<file path="config.mk">
export PLATFORM = sky130hd
export DESIGN_NAME = astro_rom_arbiter
export DESIGN_NICKNAME = d
export VERILOG_FILES = /design/src/rtl/astro_rom_arbiter.sv
export SDC_FILE = /design/constraint.sdc
export NUM_CORES = 1
export LEC_CHECK = 0
export ABC_AREA = 1
export BUFFER_PORTS_ARGS = -buffer_cell sky130_fd_sc_hd__buf_4
export CORE_MARGIN = 10
export CORE_UTILIZATION = 56
export CTS_CLUSTER_SIZE = 16
export DETAILED_ROUTE_END_ITERATION = 6
export GPL_ROUTABILITY_DRIVEN = 0
export PLACE_DENSITY = 0.87
export SYNTH_ARGS = -nofsm -noshare
export SYNTH_HDL_FRONTEND = slang
export SYNTH_SLANG_ARGS = --single-unit
</file>
<file path="constraint.sdc">
create_clock -name clk_sys -period 6.8 [get_ports clk_sys]
set_input_delay 0.34 -clock clk_sys [delete_from_list [all_inputs] [get_ports clk_sys]]
set_output_delay 0.34 -clock clk_sys [all_outputs]
set_load 0.03 [all_outputs]
</file>
<file path="src/rtl/astro_rom_arbiter.sv">
// Shared BIOS/cart ROM RAM arbiter: CPU reads on cpu_ce slots beat buffered HPS download writes.
// Optional ASTRO_CART_MIRROR_EN: out-of-range cart reads mirror the image instead of returning FILL.
module astro_rom_arbiter #(
    parameter int          AW   = 13,
    parameter logic [7:0]  FILL = 8'hFF
) (
    input  logic          clk_sys,
    input  logic          reset,
    input  logic          cpu_ce,
    input  logic          ioctl_download,
    input  logic [7:0]    ioctl_index,
    input  logic [24:0]   ioctl_addr,
    input  logic [7:0]    ioctl_dout,
    input  logic          ioctl_wr,
    output logic          ioctl_wait,
    input  logic [AW-1:0] bios_addr,
    input  logic          bios_rd_n,
    input  logic [AW-1:0] cart_addr,
    input  logic          cart_rd_n,
    output logic [7:0]    bios_do,
    output logic [7:0]    cart_do,
    output logic [AW:0]   mem_addr,
    output logic [7:0]    mem_din,
    output logic          mem_we,
    input  logic [7:0]    mem_q,
    output logic [AW:0]   cart_size,
    output logic          wr_overrun
);

    typedef enum logic {S_IDLE, S_RD_LAT} state_t;

    state_t          state_q, state_d;
    logic            buf_full_q, buf_full_d;
    logic            buf_sel_q, buf_sel_d;
    logic [AW-1:0]   buf_addr_q, buf_addr_d;
    logic [7:0]      buf_data_q, buf_data_d;
    logic            rd_sel_q, rd_sel_d;
    logic            rd_fill_q, rd_fill_d;
    logic [7:0]      bios_do_q, bios_do_d;
    logic [7:0]      cart_do_q, cart_do_d;
    logic [AW:0]     cart_size_q, cart_size_d;
    logic            overrun_q, overrun_d;
    logic            dl_q, dl_d;

    logic            wr_valid;
    logic            rd_req;
    logic            cart_hit;
    logic [AW-1:0]   cart_eff;
    logic [AW:0]     buf_end;

    assign wr_valid = ioctl_wr && (ioctl_index == 8'd0 || ioctl_index == 8'd1)
                      && (ioctl_addr[24:AW] == '0);
    assign rd_req   = !reset && (state_q == S_IDLE) && cpu_ce && (!bios_rd_n || !cart_rd_n);
    assign buf_end  = {1'b0, buf_addr_q} + {{AW{1'b0}}, 1'b1};

`ifdef ASTRO_CART_MIRROR_EN
    logic [AW-1:0] size_m1;
    logic [AW-1:0] mirror_mask;

    assign size_m1 = AW'(cart_size_q - {{AW{1'b0}}, 1'b1});

    // Mask = next power of two minus one, never below 2K.
    for (genvar gi = 0; gi < AW; gi++) begin : g_mask
        assign mirror_mask[gi] = (|size_m1[AW-1:gi]) | (gi < 11);
    end

    assign cart_eff = cart_addr & mirror_mask;
    assign cart_hit = (cart_size_q != '0);
`else
    assign cart_eff = cart_addr;
    assign cart_hit = ({1'b0, cart_addr} < cart_size_q);
`endif

    always_comb begin
        state_d     = state_q;
        buf_full_d  = buf_full_q;
        buf_sel_d   = buf_sel_q;
        buf_addr_d  = buf_addr_q;
        buf_data_d  = buf_data_q;
        rd_sel_d    = rd_sel_q;
        rd_fill_d   = rd_fill_q;
        bios_do_d   = bios_do_q;
        cart_do_d   = cart_do_q;
        cart_size_d = cart_size_q;
        overrun_d   = overrun_q;
        dl_d        = ioctl_download;
        mem_addr    = {buf_sel_q, buf_addr_q};
        mem_din     = buf_data_q;
        mem_we      = 1'b0;

        case (state_q)
            S_IDLE: begin
                if (rd_req) begin
                    state_d = S_RD_LAT;
                    if (!bios_rd_n) begin
                        rd_sel_d  = 1'b0;
                        rd_fill_d = 1'b0;
                        mem_addr  = {1'b0, bios_addr};
                    end else begin
                        rd_sel_d  = 1'b1;
                        rd_fill_d = !cart_hit;
                        if (cart_hit) begin
                            mem_addr = {1'b1, cart_eff};
                        end
                    end
                end else if (buf_full_q) begin
                    mem_we     = 1'b1;
                    buf_full_d = 1'b0;
                    if (buf_sel_q && (buf_end > cart_size_q)) begin
                        cart_size_d = buf_end;
                    end
                end
            end
            S_RD_LAT: begin
                state_d = S_IDLE;
                if (rd_sel_q) begin
                    cart_do_d = rd_fill_q ? FILL : mem_q;
                end else begin
                    bios_do_d = mem_q;
                end
            end
            default: state_d = S_IDLE;
        endcase

        // Buffer loads only while empty, so it never collides with the issue path above.
        if (ioctl_wr) begin
            if (buf_full_q) begin
                overrun_d = 1'b1;
            end else if (wr_valid) begin
                buf_full_d = 1'b1;
                buf_sel_d  = ioctl_index[0];
                buf_addr_d = ioctl_addr[AW-1:0];
                buf_data_d = ioctl_dout;
            end
        end

        if (ioctl_download && !dl_q && ioctl_index == 8'd1) begin
            cart_size_d = '0;
        end
    end

    always_ff @(posedge clk_sys or posedge reset) begin
        if (reset) begin
            state_q     <= S_IDLE;
            buf_full_q  <= 1'b0;
            buf_sel_q   <= 1'b0;
            buf_addr_q  <= '0;
            buf_data_q  <= '0;
            rd_sel_q    <= 1'b0;
            rd_fill_q   <= 1'b0;
            bios_do_q   <= FILL;
            cart_do_q   <= FILL;
            cart_size_q <= '0;
            overrun_q   <= 1'b0;
            dl_q        <= 1'b0;
        end else begin
            state_q     <= state_d;
            buf_full_q  <= buf_full_d;
            buf_sel_q   <= buf_sel_d;
            buf_addr_q  <= buf_addr_d;
            buf_data_q  <= buf_data_d;
            rd_sel_q    <= rd_sel_d;
            rd_fill_q   <= rd_fill_d;
            bios_do_q   <= bios_do_d;
            cart_do_q   <= cart_do_d;
            cart_size_q <= cart_size_d;
            overrun_q   <= overrun_d;
            dl_q        <= dl_d;
        end
    end

    assign ioctl_wait = buf_full_q;
    assign bios_do    = bios_do_q;
    assign cart_do    = cart_do_q;
    assign cart_size  = cart_size_q;
    assign wr_overrun = overrun_q;

endmodule

</file>
* Word level (Yosys, flattened, before mapping) *
Cells that the tools add are included.

word-level totals
  input port bits = 82
  register bits = 58

cells by class
  eq/ne operators = 3
  reductions and logical operators = 25
  bitwise operators = 3
  mux-type cells = 22
  $add $sub $neg = 1
  magnitude comparators = 2

operators by type and width
  cell                     number
  $mux W14                 9
  $add A13 B1 Y14 const B  1
  $gt A14 B14 Y1           1
  $lt A13 B14 Y1           1
  $logic_not A12 Y1        1
  $mux W1                  11
  $eq A8 B1 Y1 const B     1
  $logic_and A1 B1 Y1      8
  $logic_not A8 Y1         1
  $mux W8                  1
  $reduce_and A2 Y1        4
  $logic_not A1 Y1         5
  $ne A2 B1 Y1 const B     2
  $reduce_and A4 Y1        1
  $reduce_bool A2 Y1       2
  $not A1 Y1               3
  $reduce_and A3 Y1        1
  $logic_or A1 B1 Y1       2
  $pmux W1 S2              1

* Longest topological paths before layout *
  depth in word-level cells = 9
  depth in mapped cells = 17
  mapped depth without buffers = 16

* Least setup slack after synthesis *
OpenSTA, ideal clock, no wires.

  kind = input-to-output
  start point = input reset
  end point = output mem_addr[13]
  arrival time = 2.831 ns
  cell stages on the path = 6
  path slack = 3.629 ns
  required time = 6.460 ns
  path buffers = 1
  cell sequence = inv_1 nand4_4 inv_2 buf_2 nand2_1 o21ai_1

on the way
  longest elaborated chain between the ends = 6

ends and longest elaborated chain
  what                               line  text
  start, declared                    8     input logic reset,
  $logic_not A1 Y1 (no line)         -
  $logic_and A1 B1 Y1 (3 in series)  53    assign rd_req = !reset && (state_q == S_IDLE) && cpu_ce && (!bios_rd_n || !cart_rd_n);
  $mux W14                           93    if (rd_req) begin
  $mux W14                           91    case (state_q)
  end, declared                      22    output logic [AW:0] mem_addr,

No other way between the ends.

* Final worst setup path *
  start point = register buf_addr_q[1]
  end point = register cart_size_q[1] (netlist: cart_size[1])

on the way
  longest elaborated chain between the ends = 6
  elaborated cells on any way between the ends = 10
  classes of those cells = add/sub: 1; order compare: 1; mux: 5; reduce/logical: 3

ends and longest elaborated chain
  what                                                    line  text
  start, declared                                         35    logic [AW-1:0] buf_addr_q, buf_addr_d;
  start signal, assigned                                  160   buf_addr_q <= buf_addr_d;
  $add A13 B1 Y14 (*)                                     54    assign buf_end = {1'b0, buf_addr_q} + {{AW{1'b0}}, 1'b1};
  branches (longest 5 deep; another with $gt A14 B14 Y1)  -
  end signal, assigned                                    166   cart_size_q <= cart_size_d;
  end, declared                                           41    logic [AW:0] cart_size_q, cart_size_d;

Mark *: on every way between the ends. The select of a mux whose other input is x is not followed.
A chain may end at the register's enable or synchronous reset.

==> results_dict.tcl <==
set metrics [dict create \
    regArea_sq_mm 0.00147 \
    synth.area.top_cells "dfrtp_1 25%, nand2_1 16%, dfstp_2 10%" \
    layout_common_cells "183 x nand2_1, 137 x buf_4, 103 x inv_1" \
    numCtsBuffers 9 \
    first_pass_iters 5 \
    htreeDepth 3 \
    finClkSkew_ns 0.00832 \
    cap_violations 0 \
    finalPower_mw 1.00 \
    die_w_um 107 \
    routed_wl_mm 12.8 \
    grt_max_degree 59 \
    antenna_left 0 \
    row_count 31 \
    drc 0 \
    synth.net_count 696 \
    critPathKind "reg2reg" \
    fill_cells 568 \
    critPathArrivalTime_ns 3.30 \
    antenna_found_initial 0 \
    critPathMaxFanout 15 \
    avgRoutedWirePerCell_um 15.6 \
    ctsHoldBuffers 0 \
    power_density_mw_per_mm2 185 \
    worstRegToRegCells 16 \
    portBuffers 136 \
    r2r-start "buf_addr_q[1]" \
    track_usage_pct 22.0 \
    timing.rr.end "cart_size[1]" \
    tritoncts "built" \
    tns_ns 0 \
    maxSlewViolCount 0 \
    worstMarginPinSlew_ns 1.03 \
    finalCritPeriodShare_pct 45.4 \
    hpwl_mm 10.1 \
    hold_violations 0 \
    crit_chain "ha_1 > nand3_1 > inv_1 > nand3_1 > xor2_1 > inv_1 > ha_1 > nand2_1 > nor2_1 > nand2_1 > inv_1 > nand2_1 > nand2_1 > nand2_2 > nand3_1 > nand2_1" \
    grt_pass1_wl_mm 20.6 \
    worstHoldStart "ioctl_download" \
    area_growth_pct 28.8 \
    globalRouteMet3Util_pct 8.44 \
    clk_latency_ns 0.34 \
    cts-root-buf "clkbuf_8" \
    path_common_cell "nand2_1" \
    dieArea_sq_mm 0.0114 \
    use_met1_pct 25.2 \
    die_h_um 107 \
    crit_path_max_incr_delay_ns 0.41 \
    io_pins 137 \
    grt-ovfl-total 0 \
    final_common_cell "nand2_1" \
    rsz0062_at_grt "false" \
    crit_family "simple AND/OR/NAND/NOR gates" \
    leakagePower_nw 3.14 \
    netlist_area_sq_mm 0.00421 \
    finalNonFillerCells 819 \
    vdd_drop_max_v 0.000176 \
    holdPathStages 1 \
    yosysSeqAreaShare_pct 35.0 \
    synth.distinct_cells 35 \
    drtIter0Drc 349 \
    use_met2_pct 36.1 \
    fin_util_pct 74.3 \
    synth_top_cell_area_share_pct 25.0 \
    placedCellCount 803 \
    cts_setup_buffers 0 \
    cts_buffer_depth 2 \
    ys_seq_elements 58 \
    min_path_type "in2reg" \
    worst_setup_path_end_kind "flop" \
    hold_end "dl_q" \
    multiInputGateArea_sq_mm 0.00218 \
    timing.max_slew.rel_slack_pct 31.2 \
    n_antenna_cell 0 \
    synth_top_area_cell "dfrtp_1" \
    cts.clk_slew.worst_paths_ns 0.07 \
    finalNetCount 824 \
    vias_per_cell 5.25 \
    cp.required_ns 7.01 \
    timing.critical_path.buf_inv 3 \
    core_sq_mm 0.00729 \
    ys_warn_count 0 \
    critPathLaunchType "flop" \
    synthCells 587 \
    cts_resized 0 \
    slowest_stage "dfrtp_1" \
    avgSynthCellArea_sq_um 7.17 \
    grt_most_used_layer "met2" \
    clock.fmax_mhz 324 \
    grt_pass1_vias 4319 \
    cts_sinks 58 \
    fin_crit_ns 3.09 \
    regToRegSetupSlack_ns 3.71 \
    status "complete, no violations" \
    setup_viol 0 \
    via_count 4301 \
    drive_above_1_share_pct 29.9 \
    start_util_pct 57.7 \
]
-- kinds of logic after synthesis --
family | synth area share [%]
AO/OA/AOI/OAI | 10.9
XOR/XNOR | 1.67
AND/OR/NAND/NOR | 31.2
adder cells (fa/ha/maj) | 8.03
buffers and inverters | 13.3
flip-flops | 35.0
-- how the worst max path moves through the flow --
stage / start / cells after the start / slack, ns / endpoint
final: buf_addr_q[1] / 16 / 3.71 / cart_size[1]
after global routing: buf_addr_q[0] / 16 / 3.51 / cart_size[1]
after CTS: buf_addr_q[1] / 16 / 3.83 / cart_size[1]
after detailed placement: buf_addr_q[0] / 16 / 3.90 / cart_size[13]
after global placement: buf_addr_q[0] / 16 / 4.13 / cart_size[12]
after floorplan: reset / 6 / 3.63 / mem_addr[13]
-- layout make-up --
cell class | count | share of cell area (%)
flip-flops and latches | 58 | 27.2
well taps | 99 | 2.29
repair buffers | 137 | 19.0
clock buffers | 13 | 2.93
clock inverters | 3 | 0.739
multi-input cells | 398 | 40.2
inverters | 111 | 7.69
-- routing by layer --
layer / up-vias / share of wire (%)
li1: 2105 / -
met4: 0 / 2.9
met2: 227 / 47
met3: 36 / 11
met5: - / 0
met1: 1933 / 39
-- metrics by stage --
step / area, sq um / setup slack, ns / hold slack [ns]
detailed placement: 5220 / 3.90 / 0.455
global route: 5420 / 3.51 / 0.106
floorplan: 4210 / 3.63 / 0.371
CTS: 5420 / 3.83 / 0.111
global placement: 5220 / 4.13 / 0.446
finish: 5420 / 3.71 / 0.120
-- cell usage after synthesis (all sizes together) --
master	number
ha	27
nand4	18
nand2	195
o21bai	1
or2	1
buf	14
a21oi	22
inv	109
a31oi	8
nand3b	2
xor2	8
nor2	27
nor4	4
o21ai	38
dfrtp	42
nand3	40
nor3	6
dfstp	16
a21o	1
clkbuf	6
clkinv	2
-- registers in the layout (all words and copies together) (netlist names) --
signal and cells:
buf_addr_q 13, cart_do 8, buf_sel_q 1, cart_size 14, ioctl_wait 1, dl_q 1, mem_din 8, state_q 1
rd_sel_q 1, rd_fill_q 1, wr_overrun 1, bios_do 8
-- report_power, final --
| part | total, mW | internal (mW) | switching (mW) |
|---|---|---|---|
| registers | 0.415 | 0.397 | 0.0179 |
| clock network | 0.327 | 0.188 | 0.138 |
| logic | 0.259 | 0.102 | 0.157 |
| total | 1.00 | 0.688 | 0.313 |
-- worst reg2reg max path, cell delays in order (launching register included) --
cell and delay, ns:
dfrtp_1 0.41, ha_1 0.29, nand3_1 0.14, inv_1 0.11
nand3_1 0.09, xor2_1 0.16, inv_1 0.08, ha_1 0.28
nand2_1 0.06, nor2_1 0.16, nand2_1 0.09, inv_1 0.07
nand2_1 0.06, nand2_1 0.38, nand2_2 0.29, nand3_1 0.19
nand2_1 0.10
Note: power is estimated with default switching activity, not from simulation.
